### config.mk
export PLATFORM = sky130hd
export DESIGN_NAME = button_conditioner
export DESIGN_NICKNAME = d
export VERILOG_FILES = /design/src/rtl/btn_pkg.sv /design/src/rtl/btn_channel.sv /design/src/rtl/button_conditioner.sv
export SDC_FILE = /design/constraint.sdc
export NUM_CORES = 1
export LEC_CHECK = 0
export ABC_AREA = 0
export CAP_MARGIN = 20
export CELL_PAD_IN_SITES_DETAIL_PLACEMENT = 1
export CELL_PAD_IN_SITES_GLOBAL_PLACEMENT = 2
export CORE_MARGIN = 2
export CORE_UTILIZATION = 38
export DETAILED_ROUTE_END_ITERATION = 6
export PLACE_DENSITY = 0.9
export SYNTH_ARGS = -nofsm -noshare
export SYNTH_HDL_FRONTEND = slang
export SYNTH_HIERARCHICAL = 1
export SYNTH_SLANG_ARGS = --single-unit
### constraint.sdc
create_clock -name clk -period 2.3 [get_ports clk]
set_input_delay 0.46 -clock clk [delete_from_list [all_inputs] [get_ports clk]]
set_output_delay 0.46 -clock clk [all_outputs]
set_load 0.005 [all_outputs]
### src/rtl/btn_pkg.sv
// Shared constants and types for the push-button conditioner.
//   BTN_* : bit index of each button in the btn_* buses
//   rpt_state_e : per-channel auto-repeat state encoding
//   cnt_width / max_u : counter sizing helpers
package btn_pkg;

  localparam int unsigned BTN_UP    = 0;
  localparam int unsigned BTN_DOWN  = 1;
  localparam int unsigned BTN_LEFT  = 2;
  localparam int unsigned BTN_RIGHT = 3;
  localparam int unsigned BTN_MID   = 4;

  typedef enum logic [1:0] {
    IDLE   = 2'd0,
    HOLD   = 2'd1,
    REPEAT = 2'd2
  } rpt_state_e;

  // Counter width able to hold n with one spare bit of headroom.
  function automatic int unsigned cnt_width(input int unsigned n);
    return int'($clog2(n)) + 1;
  endfunction

  function automatic int unsigned max_u(input int unsigned a, input int unsigned b);
    return (a > b) ? a : b;
  endfunction

endpackage

### src/rtl/btn_channel.sv
// One button channel: 2-flop synchroniser, debounce filter, press/release
// pulses and (with BTN_AUTO_REPEAT_EN defined) hold-to-auto-repeat.
// Ports:
//   clk, rst      system clock, synchronous active-high reset
//   btn_raw       raw asynchronous pin
//   btn_level     debounced level
//   btn_press     1-cycle pulse on accepted press and each auto-repeat
//   btn_release   1-cycle pulse on accepted release
//   btn_long      high while held >= REPEAT_DELAY (0 without BTN_AUTO_REPEAT_EN)
module btn_channel
  import btn_pkg::*;
#(
  parameter int unsigned DEB_CYCLES   = 1_000_000,
  parameter int unsigned REPEAT_DELAY = 50_000_000,
  parameter int unsigned REPEAT_RATE  = 10_000_000
) (
  input  logic clk,
  input  logic rst,
  input  logic btn_raw,
  output logic btn_level,
  output logic btn_press,
  output logic btn_release,
  output logic btn_long
);

  localparam int unsigned DEB_W = cnt_width(DEB_CYCLES);

  logic             sync1_q, sync2_q;
  logic             level_q, level_d;
  logic [DEB_W-1:0] deb_cnt_q, deb_cnt_d;
  logic             press_q, press_d;
  logic             release_q, release_d;
  logic             rise_c, fall_c;

`ifdef BTN_AUTO_REPEAT_EN
  localparam int unsigned RPT_W = cnt_width(max_u(REPEAT_DELAY, REPEAT_RATE));

  rpt_state_e       state_q, state_d;
  logic [RPT_W-1:0] rpt_cnt_q, rpt_cnt_d;
  logic             long_q, long_d;
`else
  logic unused_rpt_cfg_c;
  assign unused_rpt_cfg_c = ^{REPEAT_DELAY, REPEAT_RATE};
`endif

  // Debounce, pulse generation and repeat next-state logic.
  always_comb begin
    level_d   = level_q;
    deb_cnt_d = '0;
    rise_c    = 1'b0;
    fall_c    = 1'b0;
    press_d   = 1'b0;

    // Count consecutive samples that disagree with the accepted level.
    if (sync2_q != level_q) begin
      if (deb_cnt_q == DEB_W'(DEB_CYCLES - 1)) begin
        level_d = ~level_q;
        rise_c  = ~level_q;
        fall_c  = level_q;
      end else if (deb_cnt_q != {DEB_W{1'b1}}) begin
        deb_cnt_d = deb_cnt_q + DEB_W'(1);
      end else begin
        deb_cnt_d = deb_cnt_q;
      end
    end

    release_d = fall_c;

`ifdef BTN_AUTO_REPEAT_EN
    state_d   = state_q;
    rpt_cnt_d = rpt_cnt_q;
    long_d    = long_q;

    case (state_q)
      IDLE: begin
        if (rise_c) begin
          state_d   = HOLD;
          rpt_cnt_d = '0;
          press_d   = 1'b1;
        end
      end
      HOLD: begin
        // Level fall wins over a coincident delay expiry.
        if (fall_c) begin
          state_d   = IDLE;
          rpt_cnt_d = '0;
          long_d    = 1'b0;
        end else if (rpt_cnt_q == RPT_W'(REPEAT_DELAY - 1)) begin
          state_d   = REPEAT;
          rpt_cnt_d = '0;
          long_d    = 1'b1;
          press_d   = 1'b1;
        end else if (rpt_cnt_q != {RPT_W{1'b1}}) begin
          rpt_cnt_d = rpt_cnt_q + RPT_W'(1);
        end
      end
      REPEAT: begin
        if (fall_c) begin
          state_d   = IDLE;
          rpt_cnt_d = '0;
          long_d    = 1'b0;
        end else if (rpt_cnt_q == RPT_W'(REPEAT_RATE - 1)) begin
          rpt_cnt_d = '0;
          press_d   = 1'b1;
        end else if (rpt_cnt_q != {RPT_W{1'b1}}) begin
          rpt_cnt_d = rpt_cnt_q + RPT_W'(1);
        end
      end
      default: begin
        state_d   = IDLE;
        rpt_cnt_d = '0;
        long_d    = 1'b0;
      end
    endcase
`else
    press_d = rise_c;
`endif
  end

  // State registers; reset silently discards any held button.
  always_ff @(posedge clk) begin
    if (rst) begin
      sync1_q   <= 1'b0;
      sync2_q   <= 1'b0;
      level_q   <= 1'b0;
      deb_cnt_q <= '0;
      press_q   <= 1'b0;
      release_q <= 1'b0;
`ifdef BTN_AUTO_REPEAT_EN
      state_q   <= IDLE;
      rpt_cnt_q <= '0;
      long_q    <= 1'b0;
`endif
    end else begin
      sync1_q   <= btn_raw;
      sync2_q   <= sync1_q;
      level_q   <= level_d;
      deb_cnt_q <= deb_cnt_d;
      press_q   <= press_d;
      release_q <= release_d;
`ifdef BTN_AUTO_REPEAT_EN
      state_q   <= state_d;
      rpt_cnt_q <= rpt_cnt_d;
      long_q    <= long_d;
`endif
    end
  end

  assign btn_level   = level_q;
  assign btn_press   = press_q;
  assign btn_release = release_q;
`ifdef BTN_AUTO_REPEAT_EN
  assign btn_long    = long_q;
`else
  assign btn_long    = 1'b0;
`endif

endmodule

### src/rtl/button_conditioner.sv
// Push-button front end: N_BTN independent conditioned channels.
// Bit map of every bus: {middle,right,left,down,up}.
// Auto-repeat is built only when BTN_AUTO_REPEAT_EN is defined.
// Ports:
//   clk, rst      system clock, synchronous active-high reset
//   btn_raw       raw asynchronous, bouncing pins
//   btn_level     debounced levels
//   btn_press     1-cycle pulses on accepted press / auto-repeat
//   btn_release   1-cycle pulses on accepted release
//   btn_long      high while held >= REPEAT_DELAY
module button_conditioner
  import btn_pkg::*;
#(
  parameter int unsigned N_BTN        = 5,
  parameter int unsigned DEB_CYCLES   = 1_000_000,
  parameter int unsigned REPEAT_DELAY = 50_000_000,
  parameter int unsigned REPEAT_RATE  = 10_000_000
) (
  input  logic             clk,
  input  logic             rst,
  input  logic [N_BTN-1:0] btn_raw,
  output logic [N_BTN-1:0] btn_level,
  output logic [N_BTN-1:0] btn_press,
  output logic [N_BTN-1:0] btn_release,
  output logic [N_BTN-1:0] btn_long
);

  // One fully independent channel per button.
  for (genvar i = 0; i < int'(N_BTN); i++) begin : g_ch
    btn_channel #(
      .DEB_CYCLES  (DEB_CYCLES),
      .REPEAT_DELAY(REPEAT_DELAY),
      .REPEAT_RATE (REPEAT_RATE)
    ) u_ch (
      .clk        (clk),
      .rst        (rst),
      .btn_raw    (btn_raw[i]),
      .btn_level  (btn_level[i]),
      .btn_press  (btn_press[i]),
      .btn_release(btn_release[i]),
      .btn_long   (btn_long[i])
    );
  end

endmodule
==> Yosys cells after proc, flatten, opt, wreduce, memory -nomap -nowiden <==
Index checks and enable logic that the tools add are counted.
W data, S select, Z words.
{ "word_totals": {"elab_cells": 80, "inputBits": 7, "memories": 0, "ramBits": 0, "romBits": 0, "latchBits": 0, "register_bits": 130} }
{ "classes": {"mux": 0, "add_sub_neg": 5, "n_div": 0, "bitwise": 15, "mul": 0, "shifts": 0, "reduce_logical": 15, "n_lt_le_gt_ge": 0, "n_eq_ne": 15} }
{ "op_table": {"columns": ["cell", "count"], "rows": [
  ["$add A21 B1 Y21 const B", 5],
  ["$eq A21 B20 Y1 const B", 5],
  ["$ne A21 B21 Y1 const B", 5],
  ["$reduce_or A3 Y1", 10],
  ["$not A1 Y1", 15],
  ["$reduce_and A2 Y1", 5],
  ["$ne A1 B1 Y1", 5]
]} }

==> Logic depth before layout (Yosys ltp) <==
Gate-level depths: netlist of run 1.
{ "depth": {"depth_word": 3, "depth_mapped": 6, "mapped_depth_nobuf": 5} }

==> Modules after synthesis <==
Netlist of run 1, hierarchy kept.
{ "modules_own_cells": {"columns": ["module", "cells_per_inst", "instances", "area_per_inst_um2"], "rows": [
  ["btn_channel", 166, 5, 1443.9]
]} }

==> Worst setup path before layout of run 1 <==
No wires, ideal clock.
{ "synth_timing": {"path_kind": "reg-to-reg", "start": "register g_ch[0].u_ch.deb_cnt_q[0]", "end": "register g_ch[0].u_ch.deb_cnt_q[18]", "t_required_ps": 2234, "slack_ps": 336, "arrival_ps": 1898, "setup_time_ps": 66, "stages_incl_launch_ff": 7, "synth_period_minus_slack_ps": 1964, "path_buffers": 1, "cell_sequence": "dfxtp_1 > ha_1 > nand4_4 > or4_1 > buf_2 > or3_1 > a21oi_2"} }
{ "synth_between": {"elab_chain_len": 2, "word_cells_on_any_way": 4, "cone_classes": "1 x add/sub; 2 x eq/ne; 1 x reduce/logical"} }
{ "synth_rtl": {"columns": ["item", "line", "rtl"], "rows": [
  ["start, declared", "btn_channel.sv:30", "logic [DEB_W-1:0] deb_cnt_q, deb_cnt_d;"],
  ["start signal, assigned", "btn_channel.sv:138", "deb_cnt_q <= deb_cnt_d;"],
  ["parallel branches: the longest is 2 deep, another holds $add A21 B1 Y21", null, null]
]} }
Parallel ways; which one is timed is not known.
A chain may end at the register's enable or synchronous reset.

==> Final worst setup path of run 1 <==
{ "layout_timing": {"start": "register g_ch[2].u_ch.deb_cnt_q[0]", "end": "register g_ch[2].u_ch.deb_cnt_q[18]"} }
{ "layout_between": {"elab_chain_len": 2, "word_cells_on_any_way": 4, "cone_classes": "1 x add/sub; 2 x eq/ne; 1 x reduce/logical"} }
{ "layout_rtl": {"columns": ["item", "line"], "rows": [
  ["start, declared", "btn_channel.sv:30"],
  ["start signal, assigned", "btn_channel.sv:138"],
  ["parallel branches: the longest is 2 deep, another holds $add A21 B1 Y21", null]
]} }
Parallel ways; which one is timed is not known.

==> flow_metrics.tcl, run 1 <==
set metrics [dict create \
    run_status "completed" \
    max_freq_ghz 0.457 \
    worst_clock_skew_ps 11.2 \
    swShare 0.199 \
    cp.required_ps 2660 \
    fin_util 0.448 \
    avgSynthCellArea_sq_um 8.70 \
    cts_buffers 17 \
    syn-num-nets 842 \
    seqCellArea_sq_mm 0.00260 \
    synthFlopType "dfxtp_1" \
    viasPerCell 6.13 \
    io_pins 27 \
    grt-ovfl-total 0 \
    crit_fanout 9 \
    core-area_sq_mm 0.0186 \
    clockPowerShare 0.533 \
    synth_top_area_frac 0.360 \
    clk_latency_ps 420 \
    tightest_slew_ps 719 \
    drive_above_1_share 0.142 \
    initial_utilization 0.387 \
    drv_slew 0 \
    postCtsHoldBufs 0 \
    antenna_left 0 \
    synth_seq_cells 130 \
    multi_input_area_sq_mm 0.00427 \
    final-hold-violation-count 0 \
    critPathKind "reg2reg" \
    netlist_area_sq_mm 0.00722 \
    internal_power_mw 4.06 \
    hp-class "reg2reg" \
    path_cells "ha_1, nand4_4, or4_1, or3_1, a21oi_2" \
    grt_pass1_vias 6778 \
    pwr-share-comb 0.018 \
    worst_path_max_delay_cell "or4_1" \
    yosysUniqueCellTypes 39 \
    p_leak_nw 2.45 \
    p_seq_frac 0.449 \
    clkTransAtPathRegs_ps 60 \
    drt_iter0_drc 306 \
    synth_warnings 6 \
    clockBufferDepth 2 \
    ys_top_cells_by_area "dfxtp_1 (36%), mux2i_1 (6.2%), a21oi_1 (4.2%)" \
    antenna_cells 0 \
    grt_pass1_wl_um 33900 \
    nets 884 \
    synth_area_leader_cell "dfxtp_1" \
    antenna_found_initial 0 \
    max-vdd-ir-drop_mv 0.511 \
    grt_usage 0.207 \
    area_delta_synth_final_pct 15.8 \
    rsz0062_at_grt "false" \
    synth-edff-count 0 \
    synthArstFlopShare 0 \
    rows 50 \
    syn_inst 830 \
    drv_cap 0 \
    end_kind "flop" \
    fillCellCount 2222 \
    postCtsSetupBuffers 0 \
    dieArea_sq_mm 0.0201 \
    synth-seq-area-share 0.360 \
    wirelength_um 19900 \
    setup_viol 0 \
    numClockSinks 130 \
    critical_path.startpoint_type "flop" \
    vias 6827 \
    routabilityCongestion 0.784 \
    grt_max_degree 29 \
    period_share 0.952 \
    p_sw_mw 1.01 \
    power_density_mw_per_mm2 606 \
    critPathMaxStageDelay_ps 710 \
    fin_crit_ps 2190 \
    tritoncts "done" \
    dpl.hpwl_um 14100 \
    slew_headroom 0.516 \
    critical_path_arrival_ps 2550 \
    htreeDepth 4 \
    io_buffers 21 \
    wl_per_cell_um 17.9 \
    dr.pass1.iters 4 \
    drc_errors 0 \
    die_h_um 142 \
    fp.dieW_um 142 \
    root_buffer "clkbuf_16" \
    ctsResizeCount 0 \
    tns_ps 0 \
]
-- flip-flops by register name, indices dropped and copies added (netlist names) --
name and flops:
g_ch.u_ch/deb_cnt_q 105, g_ch.u_ch/btn_level 5, g_ch.u_ch/btn_press 5, g_ch.u_ch/btn_release 5, g_ch.u_ch/sync1_q 5, g_ch.u_ch/sync2_q 5
-- synth_stat cells, types with 20 or more instances --
cell type  number
a211oi_1       25
a21oi_1        60
dfxtp_1       130
inv_1          25
mux2i_1        45
nand2_1        40
nand3_1        45
nand4_1        20
nor2_1         40
nor3_1         30
nor4_1         40
o211ai_1       30
o21ai_0        45
or3_1          35
or4_1          20
-- power by group through the flow --
stage | Sequential (mW) | Clock (mW) | Combinational, mW
final | 2.27 | 2.70 | 0.0912
after CTS | 2.27 | 2.78 | 0.0919
after detailed placement | 2.32 | 0 | 0.0914
after global routing | 2.27 | 2.87 | 0.102
after floorplan | 2.32 | 0 | 0.0631
after global placement | 2.32 | 0 | 0.0900
-- per-layer routing --
layer / part of all wire / GRT usage / vias up
li1: - / - / 3355
met2: 0.49 / 0.351 / 92
met5: 0 / 0 / -
met1: 0.47 / 0.265 / 3350
met3: 0.028 / 0.0381 / 30
met4: 0.016 / 0.0674 / 0
-- cells by family (layout without fill, tap and decap cells) --
group | count (synthesis) | after routing | share of synthesized area
XOR/XNOR | 5 | 5 | 0.00607
AND/OR/NAND/NOR | 365 | 365 | 0.326
adder cells (fa/ha/maj) | 5 | 5 | 0.00867
other | 5 | 5 | 0.00260
buffers and inverters | 65 | 115 | 0.0485
flip-flops | 130 | 130 | 0.360
AO/OA/AOI/OAI | 210 | 210 | 0.185
multiplexers | 45 | 45 | 0.0624
-- critical path, delay by kind of cell, from the launching register on --
family          cells  cell delay (ps)
compound gates      1              130
fa+ha+maj           1              290
simple gates        3             1290
flops               1              410
-- worst paths after layout --
check	startpoint	slack [ps]	endpoint	depth (start not counted)
hold / removal	g_ch[0].u_ch/sync1_q	440	g_ch[0].u_ch/sync2_q	1
setup / recovery	g_ch[2].u_ch/deb_cnt_q[0]	110	g_ch[2].u_ch/deb_cnt_q[18]	5
hold reg to reg	g_ch[0].u_ch/sync1_q	440	g_ch[0].u_ch/sync2_q	1
setup reg to reg	g_ch[2].u_ch/deb_cnt_q[0]	110	g_ch[2].u_ch/deb_cnt_q[18]	5
-- metrics by stage --
stage | power, mW | hold WS [ps] | cells | area, sq um | setup WS, ps
6_report | 5.06 | 439 | 1114 | 8360 | 110
5_1_grt | 5.24 | 457 | 1114 | 8360 | 8.54
4_1_cts | 5.14 | 446 | 1114 | 8350 | 78.8
3_5_place_dp | 2.41 | 438 | 1087 | 7780 | 119
3_3_place_gp | 2.41 | 419 | 1087 | 7780 | 183
2_1_floorplan | 2.38 | 414 | 830 | 7220 | 336
-- cell usage in the layout, fill, tap and decap left out, types with 20 or more instances in the layout --
cell type,instances
a211oi_1,25
or3_1,35
nand4_1,20
nand2_1,40
nand3_1,45
mux2i_1,45
nor4_1,40
nor3_1,30
inv_1,25
nor2_1,40
buf_4,42
o211ai_1,30
dfxtp_1,130
clkdlybuf4s50_1,20
o21ai_0,45
a21oi_1,60
-- final cells by class --
type | count | share of cell area
Clock inverter | 6 | 0.0129
Timing Repair Buffer | 63 | 0.0623
Sequential cell | 130 | 0.311
Tap cell | 234 | 0.0350
Multi-Input combinational cell | 635 | 0.511
Inverter | 25 | 0.0112
Clock buffer | 21 | 0.0563
No activity file was read; power rests on OpenSTA's default activity.
==> run 2: changes to the inputs <==
--- a/config.mk
+++ b/config.mk
@@ -10,9 +10,10 @@
 export CELL_PAD_IN_SITES_DETAIL_PLACEMENT = 1
 export CELL_PAD_IN_SITES_GLOBAL_PLACEMENT = 2
 export CORE_MARGIN = 2
-export CORE_UTILIZATION = 38
+export CORE_UTILIZATION = 40
+export CTS_BUF_LIST = sky130_fd_sc_hd__clkbuf_8
 export DETAILED_ROUTE_END_ITERATION = 6
-export PLACE_DENSITY = 0.9
+export PLACE_DENSITY = 0.94
 export SYNTH_ARGS = -nofsm -noshare
 export SYNTH_HDL_FRONTEND = slang
 export SYNTH_HIERARCHICAL = 1
==> run 2 against run 1 <==
- sequential power about the same
- sequential share of layout area grew 0.51 points
- first-iteration DRC count rose by 32%
- clock power shrank 23%
- final area shrank 1.6%
- total power shrank 13%
- hold slack worse by 29 ps
- critical path depth is the same
==> flow_metrics.tcl, run 2 (synthesized netlist as in run 1, its figures left out) <==
set metrics [dict create \
    holdWs_ps 410 \
    totalPowerFinal_mw 4.43 \
    grt_usage 0.209 \
    rsz0062_at_grt "false" \
    clk_latency_ps 460 \
    fillCellCount 2101 \
    largest_reg_flops 105 \
    io_buffers 21 \
    worst_clock_skew_ps 11.6 \
    viasPerCell 6.12 \
    final_common_cell "dfxtp_1" \
    crit_fanout 9 \
    period_share 0.936 \
    final-hold-violation-count 0 \
    setup_viol 0 \
    run_status "completed" \
    critPathMaxStageDelay_ps 700 \
    clockBufferDepth 2 \
    fin_area_sq_mm 0.00822 \
    drc_errors 0 \
    antenna_cells 0 \
    wirelength_um 19600 \
    dpl.hpwl_um 13900 \
    p_leak_nw 2.37 \
    fin_util 0.461 \
    r2r_end "g_ch[3].u_ch/deb_cnt_q[18]" \
    area_delta_synth_final_pct 13.9 \
    nets 887 \
    holdPathStages 2 \
    r2r_start "g_ch[3].u_ch/deb_cnt_q[0]" \
    postPlaceCellArea_sq_mm 0.00779 \
    rr_worst_depth 5 \
    tritoncts "done" \
    wl_per_cell_um 17.5 \
    max-vdd-ir-drop_mv 0.393 \
    die_h_um 138 \
    hp-class "in2reg" \
    initial_utilization 0.405 \
    grt_pass1_vias 6726 \
    hold_end "g_ch[4].u_ch/sync1_q" \
    root_buffer "clkbuf_8" \
    drv_cap 0 \
    grt_max_degree 21 \
    dr.pass1.iters 4 \
    slew_headroom 0.542 \
    dieArea_sq_mm 0.0191 \
    place_ws_ps 135 \
    path_cells "ha_1, nand4_4, or4_1, or3_1, a21oi_2" \
    power_density_mw_per_mm2 539 \
    rows 49 \
    most-common-layout-cells "dfxtp_1 (130), a21oi_1 (60), nand3_1 (45), mux2i_1 (45), buf_4 (45)" \
    grt-ovfl-total 0 \
    numClockSinks 130 \
    postCtsSetupBuffers 0 \
    cp.required_ps 2690 \
    critPathKind "reg2reg" \
    end_kind "flop" \
    core-area_sq_mm 0.0178 \
    largest-register "g_ch.u_ch/deb_cnt_q" \
    final_cells 1117 \
    antenna_left 0 \
    tightest_slew_ps 681 \
    drive_above_1_share 0.153 \
    fin_crit_ps 2150 \
    crit_buf_inv 0 \
    drv_slew 0 \
    vias 6836 \
    layout_setup_ws_ps 148 \
    fp.dieW_um 138 \
    antenna_found_initial 0 \
    critical_path_arrival_ps 2540 \
    critical_path.startpoint_type "flop" \
    worst_path_max_delay_cell "or4_1" \
    critical-path-top-delay-family "simple AND/OR/NAND/NOR gates" \
    io_pins 27 \
    clkTransAtPathRegs_ps 80 \
    max_freq_ghz 0.465 \
    tns_ps 0 \
    grt_pass1_wl_um 33800 \
    cts_buffers 17 \
    routabilityCongestion 0.838 \
    htreeDepth 4 \
    place_inst 1085 \
    r2r_setup_slack_ps 150 \
    drt_iter0_drc 403 \
    worstHoldStart "rst" \
]
## run 2: per-layer routing
metal	track usage	up-vias	routed length [um]
li1	-	3354	-
met1	0.287	3374	9560
met2	0.339	88	9220
met3	0.0350	20	509
met4	0.0607	0	268
met5	0	-	0
## run 2: layout make-up
cell class                 count  area [sq um]  area share
timing repair buffer          66           543      0.0660
inverter                      25          93.8      0.0114
tap                          229           287      0.0348
clock buffer                  17           234      0.0285
multi-input combinational    635          4280       0.520
sequential                   130          2600       0.316
clock inverter                15           185      0.0225
## run 2: what timing repair did
item                                    4_1_cts  5_1_grt
hold buffers                                  0        0
gates resized for setup                       0        4
endpoints found under the setup margin        0        4
## run 2: worst max path at each step
stage	depth (start not counted)	to	start
floorplan	6	g_ch[0].u_ch/deb_cnt_q[18]	g_ch[0].u_ch/deb_cnt_q[0]
CTS	5	g_ch[1].u_ch/deb_cnt_q[2]	g_ch[1].u_ch/deb_cnt_q[0]
global placement	5	g_ch[4].u_ch/deb_cnt_q[18]	g_ch[4].u_ch/deb_cnt_q[0]
detailed placement	5	g_ch[4].u_ch/deb_cnt_q[18]	g_ch[4].u_ch/deb_cnt_q[0]
finish	5	g_ch[3].u_ch/deb_cnt_q[18]	g_ch[3].u_ch/deb_cnt_q[0]
global route	5	g_ch[3].u_ch/deb_cnt_q[18]	g_ch[3].u_ch/deb_cnt_q[0]
## run 2: power breakdown
part | total, mW | internal, mW | switching, mW | leakage (nW)
clock | 2.07 | 1.08 | 0.992 | 0.195
sequential | 2.27 | 2.26 | 0.00783 | 1.05
combinational | 0.0902 | 0.0370 | 0.0532 | 1.13
==> run 3: changes to the inputs <==
--- a/config.mk
+++ b/config.mk
@@ -9,6 +9,7 @@
 export CAP_MARGIN = 20
 export CELL_PAD_IN_SITES_DETAIL_PLACEMENT = 1
 export CELL_PAD_IN_SITES_GLOBAL_PLACEMENT = 2
+export CORE_ASPECT_RATIO = 1.2
 export CORE_MARGIN = 2
 export CORE_UTILIZATION = 40
 export CTS_BUF_LIST = sky130_fd_sc_hd__clkbuf_8
==> run 3 against run 2 <==
- fmax fell by 1.2%
- combinational power shrank 1%
- final area about the same
- sequential power about the same
- sequential share of layout area is essentially flat
- die area about the same
- utilization increased by 0.71 points
- setup slack worse by 26 ps
- clock-buffer cell count up 2
- critical endpoint unchanged
- cell count down 0.98%
==> flow_metrics.tcl, run 3 (synthesized netlist as in run 1, its figures left out) <==
set metrics [dict create \
    io_buffers 21 \
    pwr-share-comb 0.020 \
    final-hold-violation-count 0 \
    swShare 0.221 \
    drive_above_1_share 0.150 \
    routabilityCongestion 0.854 \
    place_inst 1074 \
    core-area_sq_mm 0.0176 \
    end_kind "flop" \
    grt_max_degree 30 \
    antenna_left 0 \
    drv_slew 0 \
    p_leak_nw 2.39 \
    internal_power_mw 3.53 \
    dpl.hpwl_um 13800 \
    numClockSinks 130 \
    dieArea_sq_mm 0.0191 \
    io_pins 27 \
    clk_latency_ps 450 \
    drt_iter0_drc 279 \
    power_density_mw_per_mm2 552 \
    cts_buffers 17 \
    wirelength_um 19400 \
    setup_viol 0 \
    largest-register "g_ch.u_ch/deb_cnt_q" \
    most-common-layout-cells "dfxtp_1 (130), a21oi_1 (60), nand3_1 (45), o21ai_0 (45), mux2i_1 (45)" \
    cp.required_ps 2680 \
    run_status "completed" \
    final_cells 1106 \
    clockBufferDepth 2 \
    critPathMaxStageDelay_ps 700 \
    antenna_found_initial 0 \
    max-vdd-ir-drop_mv 0.287 \
    critPathKind "reg2reg" \
    dr.pass1.iters 4 \
    grt_pass1_wl_um 33200 \
    area_delta_synth_final_pct 13.9 \
    initial_utilization 0.411 \
    p_seq_frac 0.500 \
    worst_path_max_delay_cell "or4_1" \
    final_common_cell "dfxtp_1" \
    p_sw_mw 1.00 \
    viasPerCell 6.16 \
    max_freq_ghz 0.459 \
    wl_per_cell_um 17.5 \
    seqCellArea_sq_mm 0.00260 \
    multi_input_area_sq_mm 0.00428 \
    fillCellCount 2089 \
    vias 6810 \
    critical_path.startpoint_type "flop" \
    grt_pass1_vias 6803 \
    nets 885 \
    rsz0062_at_grt "false" \
    slew_headroom 0.513 \
    critical-path-top-delay-family "simple AND/OR/NAND/NOR gates" \
    root_buffer "clkbuf_8" \
    worst_clock_skew_ps 11.8 \
    fp.dieW_um 127 \
    tightest_slew_ps 731 \
    hp-class "reg2reg" \
    grt_usage 0.209 \
    clkTransAtPathRegs_ps 90 \
    clockPowerShare 0.481 \
    rows 53 \
    fin_crit_ps 2180 \
    drv_cap 0 \
    crit_fanout 9 \
    die_h_um 151 \
    largest_reg_flops 105 \
    tritoncts "done" \
    path_cells "ha_1, nand4_4, or4_1, or3_1, a21oi_2" \
    critical_path_arrival_ps 2560 \
    antenna_cells 0 \
    grt-ovfl-total 0 \
    htreeDepth 4 \
    crit_buf_inv 0 \
    postCtsSetupBuffers 0 \
    drc_errors 0 \
    tns_ps 0 \
    period_share 0.947 \
]
[run 3: layer usage]
metal	vias up	wire, um	track usage
met5	-	0	0
met4	0	360	0.0758
met3	31	413	0.0420
met2	86	9870	0.374
met1	3349	8730	0.247
li1	3344	-	-
[run 3: area by class of cell]
type	instances	area share
Clock inverter	13	0.0225
Sequential cell	130	0.316
Multi-Input combinational cell	635	0.520
Clock buffer	19	0.0318
Timing Repair Buffer	64	0.0642
Tap cell	220	0.0335
Inverter	25	0.0114
[run 3: through the flow]
stage	power [mW]	instance area, sq um	setup slack, ps	hold slack, ps	utilization
after global placement	2.41	7770	197	422	0.442
final	4.54	8220	122	451	0.468
after floorplan	2.38	7220	336	414	-
after global routing	4.72	8220	14.5	471	0.468
after detailed placement	2.41	7770	145	434	0.442
after CTS	4.59	8210	121	457	0.467
[run 3: final timing paths]
check	start	end	slack, ps	cells after the start
worst max-delay path	g_ch[3].u_ch/deb_cnt_q[0]	g_ch[3].u_ch/deb_cnt_q[18]	120	5
worst min-delay path	g_ch[4].u_ch/sync1_q	g_ch[4].u_ch/sync2_q	450	1
worst max register to register	g_ch[3].u_ch/deb_cnt_q[0]	g_ch[3].u_ch/deb_cnt_q[18]	120	5
worst min register to register	g_ch[4].u_ch/sync1_q	g_ch[4].u_ch/sync2_q	450	1
[run 3: power groups by stage]
stage          clock, mW  sequential, mW  combinational [mW]
2_1_floorplan          0            2.32              0.0631
3_3_place_gp           0            2.32              0.0886
3_5_place_dp           0            2.32              0.0902
4_1_cts             2.23            2.27              0.0904
5_1_grt             2.35            2.27               0.101
6_report            2.18            2.27              0.0891
[run 3: worst reg2reg max path, delay by kind of cell (launching register included)]
kind / cells / cell delay (ps)
flip-flops: 1 / 400
adder cells (fa/ha/maj): 1 / 280
AND/OR/NAND/NOR: 3 / 1290
AO/OA/AOI/OAI: 1 / 140
[run 3: repair_timing]
action                                  4_1_cts  5_1_grt
endpoints found under the setup margin        0        4
resized for setup                             0        3
hold buffers                                  0        0
